$ cat src/rtl/struct_array_change_monitor.sv
// Register file of DEPTH {x} entries; each value-changing write queues {idx, old, new} in a FIFO
// drained by a valid/ready consumer. Optional macro STRUCT_ARRAY_CHANGE_MONITOR_TSTAMP_EN adds ev_tstamp.
module struct_array_change_monitor #(
    parameter int DEPTH      = 4,
    parameter int FIFO_DEPTH = 4,
    parameter int IDX_W      = 4
) (
    input  logic                          clk,
    input  logic                          rst_n,
    input  logic                          wr_valid,
    input  logic [IDX_W-1:0]              wr_idx,
    input  logic [31:0]                   wr_data,
    input  logic [IDX_W-1:0]              rd_idx,
    output logic [31:0]                   rd_data,
    output logic                          ev_valid,
    input  logic                          ev_ready,
    output logic [IDX_W-1:0]              ev_idx,
    output logic [31:0]                   ev_old,
    output logic [31:0]                   ev_new,
    output logic [$clog2(FIFO_DEPTH):0]   ev_count,
    output logic                          ev_overflow
`ifdef STRUCT_ARRAY_CHANGE_MONITOR_TSTAMP_EN
    ,
    output logic [31:0]                   ev_tstamp
`endif
);

    localparam int PTR_W = $clog2(FIFO_DEPTH);
    localparam int CNT_W = PTR_W + 1;
    localparam logic [CNT_W-1:0] FULL_CNT = CNT_W'(FIFO_DEPTH);

    typedef struct {
        logic [31:0] x;
    } entry_t;

    entry_t entries [DEPTH];

    logic             wr_hit;
    logic [31:0]      old_val;
    logic [31:0]      rd_val;
    logic             push;
    logic             pop;
    logic             full;
    logic             push_ok;
    logic             drop;
    logic [CNT_W-1:0] count_q;
    logic [CNT_W-1:0] count_next;
    logic [PTR_W-1:0] wr_ptr;
    logic [PTR_W-1:0] rd_ptr;
    logic             ovf_q;

    logic [IDX_W-1:0] q_idx [FIFO_DEPTH];
    logic [31:0]      q_old [FIFO_DEPTH];
    logic [31:0]      q_new [FIFO_DEPTH];

    // Last popped head, shown while the FIFO is empty so head fields stay stable.
    logic [IDX_W-1:0] hold_idx;
    logic [31:0]      hold_old;
    logic [31:0]      hold_new;

    // Index decode by comparison keeps out-of-range indices from ever touching storage.
    always_comb begin
        wr_hit  = 1'b0;
        old_val = '0;
        rd_val  = '0;
        for (int i = 0; i < DEPTH; i++) begin
            if (wr_idx == IDX_W'(i)) begin
                wr_hit  = 1'b1;
                old_val = entries[i].x;
            end
            if (rd_idx == IDX_W'(i)) begin
                rd_val = entries[i].x;
            end
        end
    end

    assign rd_data = rd_val;

    always_ff @(posedge clk or negedge rst_n) begin
        if (!rst_n) begin
            for (int i = 0; i < DEPTH; i++) begin
                entries[i].x <= '0;
            end
        end else if (wr_valid) begin
            for (int i = 0; i < DEPTH; i++) begin
                if (wr_idx == IDX_W'(i)) begin
                    entries[i].x <= wr_data;
                end
            end
        end
    end

    // Handshake: the head transfers on any edge where ev_valid && ev_ready; ev_valid
    // never depends on ev_ready, and a full FIFO accepts a push only alongside a pop.
    always_comb begin
        push    = wr_valid && wr_hit && (wr_data != old_val);
        pop     = (count_q != '0) && ev_ready;
        full    = (count_q == FULL_CNT);
        push_ok = push && (!full || pop);
        drop    = push && full && !pop;
        count_next = count_q;
        case ({push_ok, pop})
            2'b10:   count_next = count_q + 1'b1;
            2'b01:   count_next = count_q - 1'b1;
            default: count_next = count_q;
        endcase
    end

    always_ff @(posedge clk or negedge rst_n) begin
        if (!rst_n) begin
            wr_ptr   <= '0;
            rd_ptr   <= '0;
            count_q  <= '0;
            ovf_q    <= 1'b0;
            hold_idx <= '0;
            hold_old <= '0;
            hold_new <= '0;
            for (int i = 0; i < FIFO_DEPTH; i++) begin
                q_idx[i] <= '0;
                q_old[i] <= '0;
                q_new[i] <= '0;
            end
        end else begin
            if (push_ok) begin
                q_idx[wr_ptr] <= wr_idx;
                q_old[wr_ptr] <= old_val;
                q_new[wr_ptr] <= wr_data;
                wr_ptr        <= wr_ptr + 1'b1;
            end
            if (pop) begin
                hold_idx <= q_idx[rd_ptr];
                hold_old <= q_old[rd_ptr];
                hold_new <= q_new[rd_ptr];
                rd_ptr   <= rd_ptr + 1'b1;
            end
            count_q <= count_next;
            if (drop) begin
                ovf_q <= 1'b1;
            end
        end
    end

    assign ev_valid    = (count_q != '0);
    assign ev_count    = count_q;
    assign ev_overflow = ovf_q;
    assign ev_idx      = ev_valid ? q_idx[rd_ptr] : hold_idx;
    assign ev_old      = ev_valid ? q_old[rd_ptr] : hold_old;
    assign ev_new      = ev_valid ? q_new[rd_ptr] : hold_new;

`ifdef STRUCT_ARRAY_CHANGE_MONITOR_TSTAMP_EN
    logic [31:0] cycle_q;
    logic [31:0] q_ts [FIFO_DEPTH];
    logic [31:0] hold_ts;

    // Free-running cycle counter; the value at the push edge is stored with the event.
    always_ff @(posedge clk or negedge rst_n) begin
        if (!rst_n) begin
            cycle_q <= '0;
            hold_ts <= '0;
            for (int i = 0; i < FIFO_DEPTH; i++) begin
                q_ts[i] <= '0;
            end
        end else begin
            cycle_q <= cycle_q + 32'd1;
            if (push_ok) begin
                q_ts[wr_ptr] <= cycle_q;
            end
            if (pop) begin
                hold_ts <= q_ts[rd_ptr];
            end
        end
    end

    assign ev_tstamp = ev_valid ? q_ts[rd_ptr] : hold_ts;
`endif

endmodule

$ cat config.mk
export PLATFORM = sky130hd
export DESIGN_NAME = struct_array_change_monitor
export DESIGN_NICKNAME = d
export VERILOG_FILES = /design/src/rtl/struct_array_change_monitor.sv
export SDC_FILE = /design/constraint.sdc
export NUM_CORES = 1
export LEC_CHECK = 0
export BUFFER_PORTS_ARGS = -buffer_cell sky130_fd_sc_hd__buf_2
export CELL_PAD_IN_SITES_DETAIL_PLACEMENT = 0
export CELL_PAD_IN_SITES_GLOBAL_PLACEMENT = 1
export CORE_ASPECT_RATIO = 1.5
export CORE_MARGIN = 5
export CORE_UTILIZATION = 44
export CTS_CLUSTER_DIAMETER = 200
export DETAILED_ROUTE_END_ITERATION = 10
export GPL_TIMING_DRIVEN = 0
export PLACE_DENSITY_LB_ADDON = 0.1
export SLEW_MARGIN = 20
export SYNTH_ARGS = -nofsm -noshare
export SYNTH_HDL_FRONTEND = slang
export SYNTH_SLANG_ARGS = --single-unit
$ cat constraint.sdc
create_clock -name clk -period 9.18 [get_ports clk]
set_input_delay 1.836 -clock clk [delete_from_list [all_inputs] [get_ports clk]]
set_output_delay 1.836 -clock clk [all_outputs]
set_load 0.02 [all_outputs]
==> impl_metrics.xml, run 1 <==
<?xml version="1.0" encoding="UTF-8"?>
<metrics>
  <group name="sta">
    <metric name="report.final.slew_viol_count" unit="">0</metric>
    <metric name="report.final.hold_viol_count" unit="">0</metric>
    <metric name="maxClockFrequency" unit="MHz">160</metric>
    <metric name="skew" unit="ns">0.0312</metric>
    <metric name="timing.max_slew.rel_slack" unit="">0.302</metric>
    <metric name="worst_pin_slew" unit="ns">1.05</metric>
    <metric name="finalSetupViolations" unit="">0</metric>
    <metric name="grt_setup_unrepaired" unit="">false</metric>
    <metric name="final.min_clock_period" unit="ns">6.26</metric>
    <metric name="period_share" unit="">0.682</metric>
  </group>
  <group name="clock_tree">
    <metric name="insertion_delay" unit="ns">0.59</metric>
    <metric name="cts_resized" unit="">0</metric>
    <metric name="clock_tree_from_tritoncts" unit="">yes</metric>
    <metric name="cts_sinks" unit="">476</metric>
    <metric name="ctsHtreeMaxLevel" unit="">2</metric>
    <metric name="number_of_buffers_created_by_cts" unit="">48</metric>
    <metric name="post_cts_buffers" unit="">0</metric>
    <metric name="cts_buffer_depth" unit="">3</metric>
    <metric name="cts.hold.buffers_added" unit="">0</metric>
    <metric name="clk_pin_slew_worst_paths" unit="ns">0.06</metric>
    <metric name="master_cell_of_the_clock_root_buffer" unit="">clkbuf_16</metric>
  </group>
  <group name="floorplan">
    <metric name="chip_width" unit="microns">195</metric>
    <metric name="ios" unit="">149</metric>
    <metric name="die_y_extent" unit="microns">288</metric>
    <metric name="start_util" unit="">0.442</metric>
    <metric name="die_area" unit="sq um">56300</metric>
    <metric name="floorplan.core_area" unit="sq um">51300</metric>
    <metric name="rows" unit="">102</metric>
  </group>
  <group name="logic_synthesis">
    <metric name="synth_largest_type_area_fraction" unit="">0.525</metric>
    <metric name="yosys_register_bits" unit="">476</metric>
    <metric name="postSynthNetCount" unit="">1561</metric>
    <metric name="synth-main-ff-cell" unit="">dfrtp_1</metric>
    <metric name="netlist-cell-type-count" unit="">45</metric>
    <metric name="post_synth_inst_count" unit="">1511</metric>
    <metric name="synth.avg_cell_area" unit="sq um">15.0</metric>
    <metric name="synth_edf_count" unit="">0</metric>
    <metric name="ys_seq_area_frac" unit="">0.525</metric>
    <metric name="ys_async_sr_fraction" unit="">1.00</metric>
    <metric name="yosysWarnings" unit="">0</metric>
    <metric name="post_synth_instance_area" unit="sq um">22700</metric>
    <metric name="synthTopCellsByArea" unit="">dfrtp_1 (52%), mux2_2 (23%), mux4_2 (8.7%)</metric>
    <metric name="netlist.top_cell.by_area" unit="">dfrtp_1</metric>
  </group>
  <group name="detailed_routing">
    <metric name="detail_route.vias_per_cell" unit="">5.67</metric>
    <metric name="route.antenna.remaining_nets" unit="">0</metric>
    <metric name="detail_route.first_pass.iterations" unit="">5</metric>
    <metric name="post-route-drc-count" unit="">0</metric>
    <metric name="wl_per_cell" unit="microns">26.4</metric>
    <metric name="num_vias" unit="">13700</metric>
    <metric name="initialDrtViolationCount" unit="">629</metric>
    <metric name="detail_route.wirelength" unit="mm">63.8</metric>
  </group>
  <group name="setup_path">
    <metric name="critical_path_arrival" unit="ns">4.42</metric>
    <metric name="critical_path_class" unit="">input pin to output port</metric>
    <metric name="cp-end-kind" unit="">output port</metric>
    <metric name="required" unit="ns">7.34</metric>
    <metric name="setup.worst_path.start_class" unit="">input pin</metric>
    <metric name="critPathMaxFanout" unit="">10</metric>
  </group>
  <group name="final_layout">
    <metric name="combined_area_of_the_multi_input_logic_cells" unit="sq um">10100</metric>
    <metric name="design.final.nets" unit="">1750</metric>
    <metric name="fill_cells" unit="">4556</metric>
    <metric name="final_cell_mix" unit="">dfrtp_1 (476), mux2_2 (457), buf_2 (138)</metric>
    <metric name="seqCellArea" unit="sq um">11900</metric>
    <metric name="layoutNonFillerInstCount" unit="">2418</metric>
    <metric name="synthToLayoutAreaGrowth" unit="%">14.4</metric>
    <metric name="drive_gt1_frac" unit="">0.466</metric>
    <metric name="most_common_cell_after_layout_fill_and_taps_aside" unit="">dfrtp_1</metric>
  </group>
  <group name="min_path">
    <metric name="hold_path.class" unit="">register to register</metric>
  </group>
  <group name="power_and_ir_drop">
    <metric name="logic_pwr_share" unit="">0.359</metric>
    <metric name="static-leakage-power" unit="nW">12.0</metric>
    <metric name="power_frac_seq" unit="">0.396</metric>
    <metric name="max_ir_drop_vdd" unit="V">0.000215</metric>
    <metric name="p_int" unit="mW">5.44</metric>
    <metric name="switching_pwr" unit="mW">2.65</metric>
    <metric name="switching_share" unit="">0.327</metric>
    <metric name="clockPowerShare" unit="">0.245</metric>
    <metric name="report.power.total" unit="mW">8.08</metric>
    <metric name="powerDensity" unit="nW/um^2">311</metric>
  </group>
  <group name="placement">
    <metric name="dp_cells" unit="">2326</metric>
    <metric name="dp.final_hpwl" unit="mm">47.1</metric>
    <metric name="port_buffers" unit="">134</metric>
    <metric name="gpl.final_weighted_congestion" unit="">0.852</metric>
  </group>
  <group name="global_route">
    <metric name="grt_first_pass_wirelength" unit="mm">97.7</metric>
    <metric name="grt_antenna_before_repair" unit="">3</metric>
    <metric name="congestion_overflow_gr" unit="">0</metric>
    <metric name="maximum_number_of_pins_on_one_net_before_global_route_repair" unit="">96</metric>
    <metric name="first_global_vias" unit="">15000</metric>
    <metric name="grt.total_usage" unit="">0.228</metric>
  </group>
  <group name="run_status">
    <metric name="run_status" unit="">finished clean</metric>
  </group>
  <group name="flow_run">
    <metric name="maxCapViolCount" unit="">0</metric>
  </group>
</metrics>
-- state kept, by name, summed over array words and instances (netlist names) --
register / flops
hold_old: 32
hold_idx: 4
ev_overflow: 1
ev_count: 3
entries: 128
rd_ptr: 2
q_new: 128
wr_ptr: 2
hold_new: 32
q_old: 128
q_idx: 16
-- logic make-up after synthesis --
| group | share of synthesized area |
|---|---|
| buffers and inverters | 0.0309 |
| adder cells (fa/ha/maj) | 0.00364 |
| AND/OR/NAND/NOR | 0.0232 |
| AO/OA/AOI/OAI | 0.0314 |
| flip-flops | 0.525 |
| XOR/XNOR | 0.0108 |
| multiplexers | 0.375 |
-- cells in the mapped netlist, types with 4 or more instances --
cell type	number
xor2_1	15
o211ai_2	4
nor3_1	5
a21oi_1	8
buf_1	20
mux2i_1	57
o21ai_0	31
mux2_2	457
a22oi_1	31
xnor2_1	13
clkbuf_1	76
and2_1	25
nand3_1	4
dfrtp_1	476
inv_1	5
nor4b_1	4
nand2_1	9
o22ai_1	12
mux2_1	72
nor2_1	13
mux4_2	88
nor4_1	4
a32oi_1	5
a221oi_1	8
ha_1	5
buf_6	16
buf_4	17
-- worst paths after layout --
path,startpoint,end,slack [ns],cells past startpoint
setup / recovery,rd_idx[0],rd_data[27],2.92,6
hold / removal,q_old[89]$_DFFE_PN0P_,q_old[89]$_DFFE_PN0P_,0.49,1
setup reg to reg,entries[80]$_DFFE_PN0P_,ev_count[2]$_DFFE_PN0P_,4.80,12
hold reg to reg,q_old[89]$_DFFE_PN0P_,q_old[89]$_DFFE_PN0P_,0.49,1
max in group asynchronous,rst_n,q_new[74]$_DFFE_PN0P_,6.75,3
min in group asynchronous,rst_n,hold_old[10]$_DFFE_PN0P_,1.21,1
-- critical path, cell delays in order --
cell and delay [ns]:
clkbuf_1 0.39, nor4b_1 0.71, clkbuf_1 0.68, a221oi_1 0.18, a21oi_1 0.37, buf_2 0.24
-- power groups by stage --
| stage | Clock (mW) | Sequential, mW | Combinational [mW] |
|---|---|---|---|
| 2_1_floorplan | 0 | 3.12 | 2.13 |
| 3_3_place_gp | 0 | 3.19 | 2.90 |
| 3_5_place_dp | 0 | 3.24 | 2.96 |
| 4_1_cts | 2.04 | 3.20 | 2.97 |
| 5_1_grt | 2.13 | 3.28 | 3.14 |
| 6_report | 1.98 | 3.20 | 2.90 |
-- routing by layer --
metal  GRT usage  part of all wire  up-vias
met4      0.0678             0.030        2
met1       0.286              0.40     7302
met2       0.414              0.53      300
met3      0.0293             0.039      103
met5           0           0.00031        -
li1            -                 -     5997
-- metrics by stage --
stage	cell area [sq um]	TNS [ns]	worst slack (ns)	hold slack, ns	util
after floorplan	22700	0	3.98	0.448	-
after global placement	24200	-1597.09	-3.44	0.463	0.472
after detailed placement	24400	0	2.45	0.470	0.475
after CTS	25900	0	2.97	0.487	0.506
after global routing	25900	0	2.82	0.494	0.506
final	26000	0	2.92	0.486	0.506
-- cell type report --
| type | count | area share |
|---|---|---|
| plain buffers | 132 | 0.0265 |
| clock inverters | 15 | 0.00550 |
| flip-flops and latches | 476 | 0.459 |
| diodes | 5 | 0.000482 |
| well taps | 676 | 0.0326 |
| repair buffers | 139 | 0.0315 |
| clock buffers | 72 | 0.0556 |
| inverters | 5 | 0.000723 |
| multi-input cells | 898 | 0.388 |
Power figures use the tool's default switching activity.
==> run 2: changes to the inputs <==
ABC_AREA = 1   (was not set)
CORE_UTILIZATION = 41   (was 44)
clock period = 5.6 ns   (was 9.18 ns; I/O delays follow)
==> impl_metrics.xml, run 2 <==
<?xml version="1.0" encoding="UTF-8"?>
<metrics>
  <group name="run_status">
    <metric name="run_status" unit="">finished clean</metric>
  </group>
  <group name="setup_path">
    <metric name="rrSetupSlack" unit="ns">2.05</metric>
    <metric name="r2r_cells" unit="">21</metric>
    <metric name="critical_path_class" unit="">register to output port</metric>
    <metric name="setup.worst_path.start" unit="">ev_count[0]$_DFFE_PN0P_</metric>
    <metric name="cp-end-kind" unit="">output port</metric>
    <metric name="setup.worst_path.start_class" unit="">register</metric>
    <metric name="required" unit="ns">4.48</metric>
    <metric name="r2r-end" unit="">ev_count[2]$_DFFE_PN0P_</metric>
    <metric name="regToRegStartpoint" unit="">entries[59]$_DFFE_PN0P_</metric>
    <metric name="critical_path_arrival" unit="ns">3.95</metric>
    <metric name="endpoint" unit="">ev_new[23]</metric>
    <metric name="critPathMaxFanout" unit="">10</metric>
  </group>
  <group name="detailed_routing">
    <metric name="detail_route.wirelength" unit="mm">101</metric>
    <metric name="post-route-drc-count" unit="">0</metric>
    <metric name="initialDrtViolationCount" unit="">2191</metric>
    <metric name="detail_route.vias_per_cell" unit="">5.67</metric>
    <metric name="detail_route.first_pass.iterations" unit="">6</metric>
    <metric name="num_vias" unit="">24000</metric>
    <metric name="route.antenna.remaining_nets" unit="">0</metric>
    <metric name="wl_per_cell" unit="microns">23.9</metric>
  </group>
  <group name="sta">
    <metric name="finalSetupViolations" unit="">0</metric>
    <metric name="worst_pin_slew" unit="ns">1.13</metric>
    <metric name="maxClockFrequency" unit="MHz">197</metric>
    <metric name="skew" unit="ns">0.0157</metric>
    <metric name="setup_ws" unit="ns">0.534</metric>
    <metric name="period_share" unit="">0.905</metric>
    <metric name="report.final.slew_viol_count" unit="">0</metric>
    <metric name="timing.max_slew.rel_slack" unit="">0.247</metric>
    <metric name="final.min_clock_period" unit="ns">5.07</metric>
    <metric name="report.final.hold_viol_count" unit="">0</metric>
    <metric name="totalNegativeSetupSlack" unit="ns">0</metric>
    <metric name="grt_setup_unrepaired" unit="">false</metric>
  </group>
  <group name="logic_synthesis">
    <metric name="synth_largest_type_area_fraction" unit="">0.485</metric>
    <metric name="netlist-cell-type-count" unit="">28</metric>
    <metric name="post_synth_most_frequent_cells" unit="">nand2_1 (1170), dfrtp_1 (476), o21ai_0 (296), nand4_1 (272), inv_1 (233)</metric>
    <metric name="post_synth_inst_count" unit="">3203</metric>
    <metric name="ys_seq_area_frac" unit="">0.485</metric>
    <metric name="ys_async_sr_fraction" unit="">1.00</metric>
    <metric name="yosys_register_bits" unit="">476</metric>
    <metric name="yosysWarnings" unit="">0</metric>
    <metric name="synth_edf_count" unit="">0</metric>
    <metric name="postSynthNetCount" unit="">3253</metric>
    <metric name="synth.avg_cell_area" unit="sq um">7.66</metric>
    <metric name="post-synth-top-count-cell" unit="">nand2_1</metric>
    <metric name="synth-main-ff-cell" unit="">dfrtp_1</metric>
    <metric name="synthTopCellsByArea" unit="">dfrtp_1 (49%), nand2_1 (18%), nand4_1 (6.9%)</metric>
    <metric name="post_synth_instance_area" unit="sq um">24500</metric>
    <metric name="netlist.top_cell.by_area" unit="">dfrtp_1</metric>
  </group>
  <group name="global_route">
    <metric name="maximum_number_of_pins_on_one_net_before_global_route_repair" unit="">95</metric>
    <metric name="grt_antenna_before_repair" unit="">2</metric>
    <metric name="first_global_vias" unit="">23800</metric>
    <metric name="grt.total_usage" unit="">0.307</metric>
    <metric name="grt_first_pass_wirelength" unit="mm">151</metric>
    <metric name="congestion_overflow_gr" unit="">0</metric>
  </group>
  <group name="power_and_ir_drop">
    <metric name="max_ir_drop_vdd" unit="V">0.000253</metric>
    <metric name="p_int" unit="mW">8.27</metric>
    <metric name="powerDensity" unit="nW/um^2">519</metric>
    <metric name="switching_share" unit="">0.431</metric>
    <metric name="clockPowerShare" unit="">0.235</metric>
    <metric name="logic_pwr_share" unit="">0.399</metric>
    <metric name="report.power.total" unit="mW">14.5</metric>
    <metric name="static-leakage-power" unit="nW">14.0</metric>
    <metric name="switching_pwr" unit="mW">6.27</metric>
    <metric name="power_frac_seq" unit="">0.366</metric>
  </group>
  <group name="clock_tree">
    <metric name="cts_sinks" unit="">476</metric>
    <metric name="cts_buffer_depth" unit="">3</metric>
    <metric name="insertion_delay" unit="ns">0.62</metric>
    <metric name="clock_tree_from_tritoncts" unit="">yes</metric>
    <metric name="clk_pin_slew_worst_paths" unit="ns">0.06</metric>
    <metric name="number_of_buffers_created_by_cts" unit="">50</metric>
    <metric name="ctsHtreeMaxLevel" unit="">2</metric>
    <metric name="master_cell_of_the_clock_root_buffer" unit="">clkbuf_16</metric>
    <metric name="cts_resized" unit="">0</metric>
    <metric name="post_cts_buffers" unit="">0</metric>
    <metric name="cts.hold.buffers_added" unit="">0</metric>
  </group>
  <group name="min_path">
    <metric name="hold_path.class" unit="">input pin to asynchronous set/reset pin</metric>
  </group>
  <group name="final_layout">
    <metric name="synthToLayoutAreaGrowth" unit="%">14.2</metric>
    <metric name="design.final.nets" unit="">3456</metric>
    <metric name="drive_gt1_frac" unit="">0.0975</metric>
    <metric name="biggestRegsByFlops" unit="">entries x128, q_new x128, q_old x128</metric>
    <metric name="most_common_cell_after_layout_fill_and_taps_aside" unit="">nand2_1</metric>
    <metric name="final_cell_mix" unit="">nand2_1 (1170), dfrtp_1 (476), o21ai_0 (296)</metric>
  </group>
  <group name="floorplan">
    <metric name="chip_width" unit="microns">210</metric>
    <metric name="die_area" unit="sq um">65000</metric>
    <metric name="start_util" unit="">0.411</metric>
    <metric name="floorplan.core_area" unit="sq um">59700</metric>
    <metric name="ios" unit="">149</metric>
    <metric name="rows" unit="">110</metric>
    <metric name="die_y_extent" unit="microns">310</metric>
  </group>
  <group name="placement">
    <metric name="preCtsSetupSlack" unit="ns">0.393</metric>
    <metric name="gpl.final_weighted_congestion" unit="">0.933</metric>
    <metric name="dp.final_hpwl" unit="mm">74.5</metric>
    <metric name="port_buffers" unit="">146</metric>
  </group>
  <group name="flow_run">
    <metric name="maxCapViolCount" unit="">0</metric>
  </group>
</metrics>
-- run 2: cell count changes after synthesis, moves of 78 or more --
cell	before	now
nand2_1	9	1170
mux2_2	457	0
nand4_1	1	272
o21ai_0	31	296
inv_1	5	233
nand3_1	4	199
mux4_2	88	0
nor2_1	13	91
-- run 2: kinds of logic (layout without fill, tap and decap cells) --
| family | after synthesis | in the layout | synth area share |
|---|---|---|---|
| fa+ha+maj | 6 | 6 | 0.00336 |
| flops | 476 | 476 | 0.485 |
| xor+xnor | 4 | 4 | 0.00143 |
| buf+inv | 507 | 749 | 0.0916 |
| other cells | 0 | 2 | 0 |
| compound gates | 468 | 468 | 0.111 |
| simple gates | 1742 | 1742 | 0.307 |
-- run 2: worst min path at each step --
stage / start / to / slack [ns] / cells past startpoint
6_report: rst_n / q_old[43]$_DFFE_PN0P_ / 0.41 / 1
5_1_grt: rst_n / hold_old[9]$_DFFE_PN0P_ / 0.42 / 1
4_1_cts: rst_n / hold_old[9]$_DFFE_PN0P_ / 0.40 / 1
3_5_place_dp: q_idx[14]$_DFFE_PN0P_ / q_idx[14]$_DFFE_PN0P_ / 0.46 / 2
3_3_place_gp: q_idx[2]$_DFFE_PN0P_ / q_idx[2]$_DFFE_PN0P_ / 0.45 / 2
2_1_floorplan: q_idx[2]$_DFFE_PN0P_ / q_idx[2]$_DFFE_PN0P_ / 0.44 / 2
-- run 2: cell type report --
type                    instances  area, sq um
fillers                      6109        31700
flip-flops and latches        476        11900
multi-input cells            2220        10400
clock buffers                  82         1510
plain buffers                 255         1300
well taps                     784          981
inverters                     252          946
repair buffers                151          878
clock inverters                 9          114
diodes                          2         5.00
-- run 2: critical path: stages (launching register included) --
cell and delay [ns]:
dfrtp_1 0.42, nor2_1 0.15, nand2_1 0.09, inv_1 0.07, clkbuf_1 0.83, clkbuf_1 0.53
clkbuf_1 0.61, nand2_1 0.09, o21ai_0 0.24, buf_2 0.26
-- run 2: per-layer routing --
metal / vias up / global-route usage / share of wire
met2: 983 / 0.537 / 0.49
met5: - / 0 / 0.00020
li1: 11000 / - / -
met1: 11700 / 0.369 / 0.38
met3: 258 / 0.0407 / 0.059
met4: 2 / 0.162 / 0.063
-- run 2: per-stage QoR --
| step | area [sq um] | hold WS, ns | instances | utilization |
|---|---|---|---|---|
| 6_report | 28000 | 0.408 | 4231 | 0.469 |
| 5_1_grt | 28000 | 0.424 | 4229 | 0.469 |
| 4_1_cts | 28000 | 0.396 | 4229 | 0.469 |
| 3_5_place_dp | 26400 | 0.457 | 4138 | 0.442 |
| 3_3_place_gp | 26300 | 0.451 | 4133 | 0.440 |
| 2_1_floorplan | 24500 | 0.436 | 3203 | - |
-- run 2: power groups by stage --
stage                     registers [mW]  clock network [mW]  logic, mW
after global routing                5.46                3.59       6.35
final                               5.33                3.42       5.80
after detailed placement            5.36                   0       5.80
after global placement              5.32                   0       5.69
after floorplan                     5.20                   0       3.62
after CTS                           5.31                3.48       5.82
==> run 3: changes to the inputs <==
CAP_MARGIN = 20   (was not set)
GPL_TIMING_DRIVEN = not set   (was 0)
==> impl_metrics.xml, run 3 (same netlist as run 2, synthesis figures left out) <==
<?xml version="1.0" encoding="UTF-8"?>
<metrics>
  <group name="run_status">
    <metric name="run_status" unit="">finished clean</metric>
  </group>
  <group name="power_and_ir_drop">
    <metric name="max_ir_drop_vdd" unit="V">0.000325</metric>
    <metric name="static-leakage-power" unit="nW">13.7</metric>
    <metric name="switching_share" unit="">0.418</metric>
    <metric name="p_int" unit="mW">8.14</metric>
    <metric name="powerDensity" unit="nW/um^2">514</metric>
    <metric name="power_frac_seq" unit="">0.380</metric>
    <metric name="clockPowerShare" unit="">0.236</metric>
    <metric name="logic_pwr_share" unit="">0.384</metric>
    <metric name="switching_pwr" unit="mW">5.85</metric>
  </group>
  <group name="floorplan">
    <metric name="ios" unit="">149</metric>
    <metric name="floorplan.core_area" unit="sq um">59700</metric>
    <metric name="chip_width" unit="microns">210</metric>
    <metric name="rows" unit="">110</metric>
    <metric name="die_area" unit="sq um">65000</metric>
    <metric name="die_y_extent" unit="microns">310</metric>
    <metric name="start_util" unit="">0.411</metric>
  </group>
  <group name="clock_tree">
    <metric name="ctsHtreeMaxLevel" unit="">2</metric>
    <metric name="insertion_delay" unit="ns">0.60</metric>
    <metric name="cts_sinks" unit="">476</metric>
    <metric name="master_cell_of_the_clock_root_buffer" unit="">clkbuf_16</metric>
    <metric name="cts_resized" unit="">0</metric>
    <metric name="post_cts_buffers" unit="">0</metric>
    <metric name="cts.hold.buffers_added" unit="">0</metric>
    <metric name="clock_tree_from_tritoncts" unit="">yes</metric>
    <metric name="number_of_buffers_created_by_cts" unit="">50</metric>
    <metric name="cts_buffer_depth" unit="">3</metric>
    <metric name="clk_pin_slew_worst_paths" unit="ns">0.06</metric>
  </group>
  <group name="global_route">
    <metric name="grt.total_usage" unit="">0.256</metric>
    <metric name="congestion_overflow_gr" unit="">0</metric>
    <metric name="maximum_number_of_pins_on_one_net_before_global_route_repair" unit="">229</metric>
    <metric name="first_global_vias" unit="">21600</metric>
    <metric name="grt_antenna_before_repair" unit="">1</metric>
    <metric name="grt_first_pass_wirelength" unit="mm">131</metric>
  </group>
  <group name="final_layout">
    <metric name="final_cell_mix" unit="">nand2_1 (1167), dfrtp_1 (475), o21ai_0 (296)</metric>
    <metric name="most_common_cell_after_layout_fill_and_taps_aside" unit="">nand2_1</metric>
    <metric name="synthToLayoutAreaGrowth" unit="%">11.0</metric>
    <metric name="final_core_utilization" unit="">0.456</metric>
    <metric name="layoutNonFillerInstCount" unit="">4019</metric>
    <metric name="design.final.nets" unit="">3249</metric>
    <metric name="drive_gt1_frac" unit="">0.0968</metric>
    <metric name="fill_cells" unit="">6174</metric>
    <metric name="biggestRegsByFlops" unit="">entries x128, q_new x128, q_old x128</metric>
  </group>
  <group name="detailed_routing">
    <metric name="detail_route.wirelength" unit="mm">84.4</metric>
    <metric name="wl_per_cell" unit="microns">21.0</metric>
    <metric name="initialDrtViolationCount" unit="">2109</metric>
    <metric name="detail_route.vias_per_cell" unit="">5.55</metric>
    <metric name="num_vias" unit="">22300</metric>
    <metric name="route.antenna.remaining_nets" unit="">0</metric>
    <metric name="detail_route.first_pass.iterations" unit="">6</metric>
    <metric name="post-route-drc-count" unit="">0</metric>
  </group>
  <group name="setup_path">
    <metric name="critical_path_arrival" unit="ns">3.05</metric>
    <metric name="setup.worst_path.start" unit="">rd_ptr[1]$_DFFE_PN0P_</metric>
    <metric name="required" unit="ns">4.48</metric>
    <metric name="critPathMaxFanout" unit="">71</metric>
    <metric name="setup.worst_path.start_class" unit="">register</metric>
    <metric name="cp-end-kind" unit="">output port</metric>
    <metric name="critical_path_class" unit="">register to output port</metric>
    <metric name="regToRegStartpoint" unit="">ev_count[1]$_DFFE_PN0P_</metric>
  </group>
  <group name="sta">
    <metric name="worst_pin_slew" unit="ns">1.21</metric>
    <metric name="final.min_clock_period" unit="ns">4.17</metric>
    <metric name="timing.max_slew.rel_slack" unit="">0.192</metric>
    <metric name="grt_setup_unrepaired" unit="">false</metric>
    <metric name="report.final.hold_viol_count" unit="">0</metric>
    <metric name="period_share" unit="">0.745</metric>
    <metric name="finalSetupViolations" unit="">0</metric>
    <metric name="skew" unit="ns">0.00984</metric>
    <metric name="report.final.slew_viol_count" unit="">0</metric>
    <metric name="totalNegativeSetupSlack" unit="ns">0</metric>
    <metric name="maxClockFrequency" unit="MHz">240</metric>
  </group>
  <group name="placement">
    <metric name="dp_cells" unit="">3930</metric>
    <metric name="port_buffers" unit="">148</metric>
    <metric name="dp.final_hpwl" unit="mm">52.4</metric>
    <metric name="gpl.final_weighted_congestion" unit="">0.841</metric>
  </group>
  <group name="flow_run">
    <metric name="maxCapViolCount" unit="">0</metric>
  </group>
  <group name="min_path">
    <metric name="hold_path.class" unit="">input pin to asynchronous set/reset pin</metric>
  </group>
</metrics>
## run 3: path summary, 6_finish.rpt
| kind | endpoint | slack, ns | cells after the start |
|---|---|---|---|
| worst min-delay path | hold_old[8]$_DFFE_PN0P_ | 0.37 | 1 |
| min in group clk | q_idx[6]$_DFFE_PN0P_ | 0.48 | 2 |
| worst min register to register | q_idx[6]$_DFFE_PN0P_ | 0.48 | 2 |
| max in group asynchronous | q_old[24]$_DFFE_PN0P_ | 3.72 | 3 |
| worst max-delay path | ev_old[29] | 1.43 | 6 |
| worst max register to register | hold_new[21]$_DFFE_PN0P_ | 2.51 | 7 |
## run 3: area by class of cell
type,instances,area [sq um],share of cell area
Clock inverter,11,98.8,0.00363
Timing Repair Buffer,199,1330,0.0488
Inverter,252,957,0.0351
Antenna cell,1,2.50,0.0000918
Clock buffer,76,1500,0.0550
Sequential cell,476,11900,0.437
Tap cell,784,981,0.0360
Multi-Input combinational cell,2220,10500,0.384
## run 3: through the flow
| step | total power, mW | instance area (sq um) | setup slack, ns | hold slack, ns |
|---|---|---|---|---|
| finish | 14.0 | 27200 | 1.43 | 0.373 |
| CTS | 14.1 | 27200 | 1.42 | 0.477 |
| global route | 15.0 | 27200 | 1.25 | 0.374 |
| global placement | 10.7 | 25600 | 1.06 | 0.455 |
| floorplan | 8.82 | 24500 | 1.85 | 0.436 |
| detailed placement | 10.8 | 25600 | 1.07 | 0.463 |
## run 3: critical path: stages, from the launching register on
cell     delay (ns)
dfrtp_1        0.39
inv_4          0.60
buf_4          0.45
a21oi_1        0.07
a32o_1         0.29
o21ai_0        0.31
buf_2          0.24
## run 3: power by group through the flow
stage / Clock (mW) / Sequential [mW] / Combinational, mW
after floorplan: 0 / 5.20 / 3.62
after global placement: 0 / 5.32 / 5.35
after detailed placement: 0 / 5.36 / 5.42
after CTS: 3.39 / 5.31 / 5.45
after global routing: 3.52 / 5.47 / 5.98
final: 3.30 / 5.32 / 5.37
## run 3: routing by layer
metal	up-vias	global-route usage	wire [microns]
met2	664	0.436	41200
li1	10600	-	-
met1	10900	0.332	34900
met3	130	0.0392	4660
met5	-	0	0
met4	0	0.0985	3600
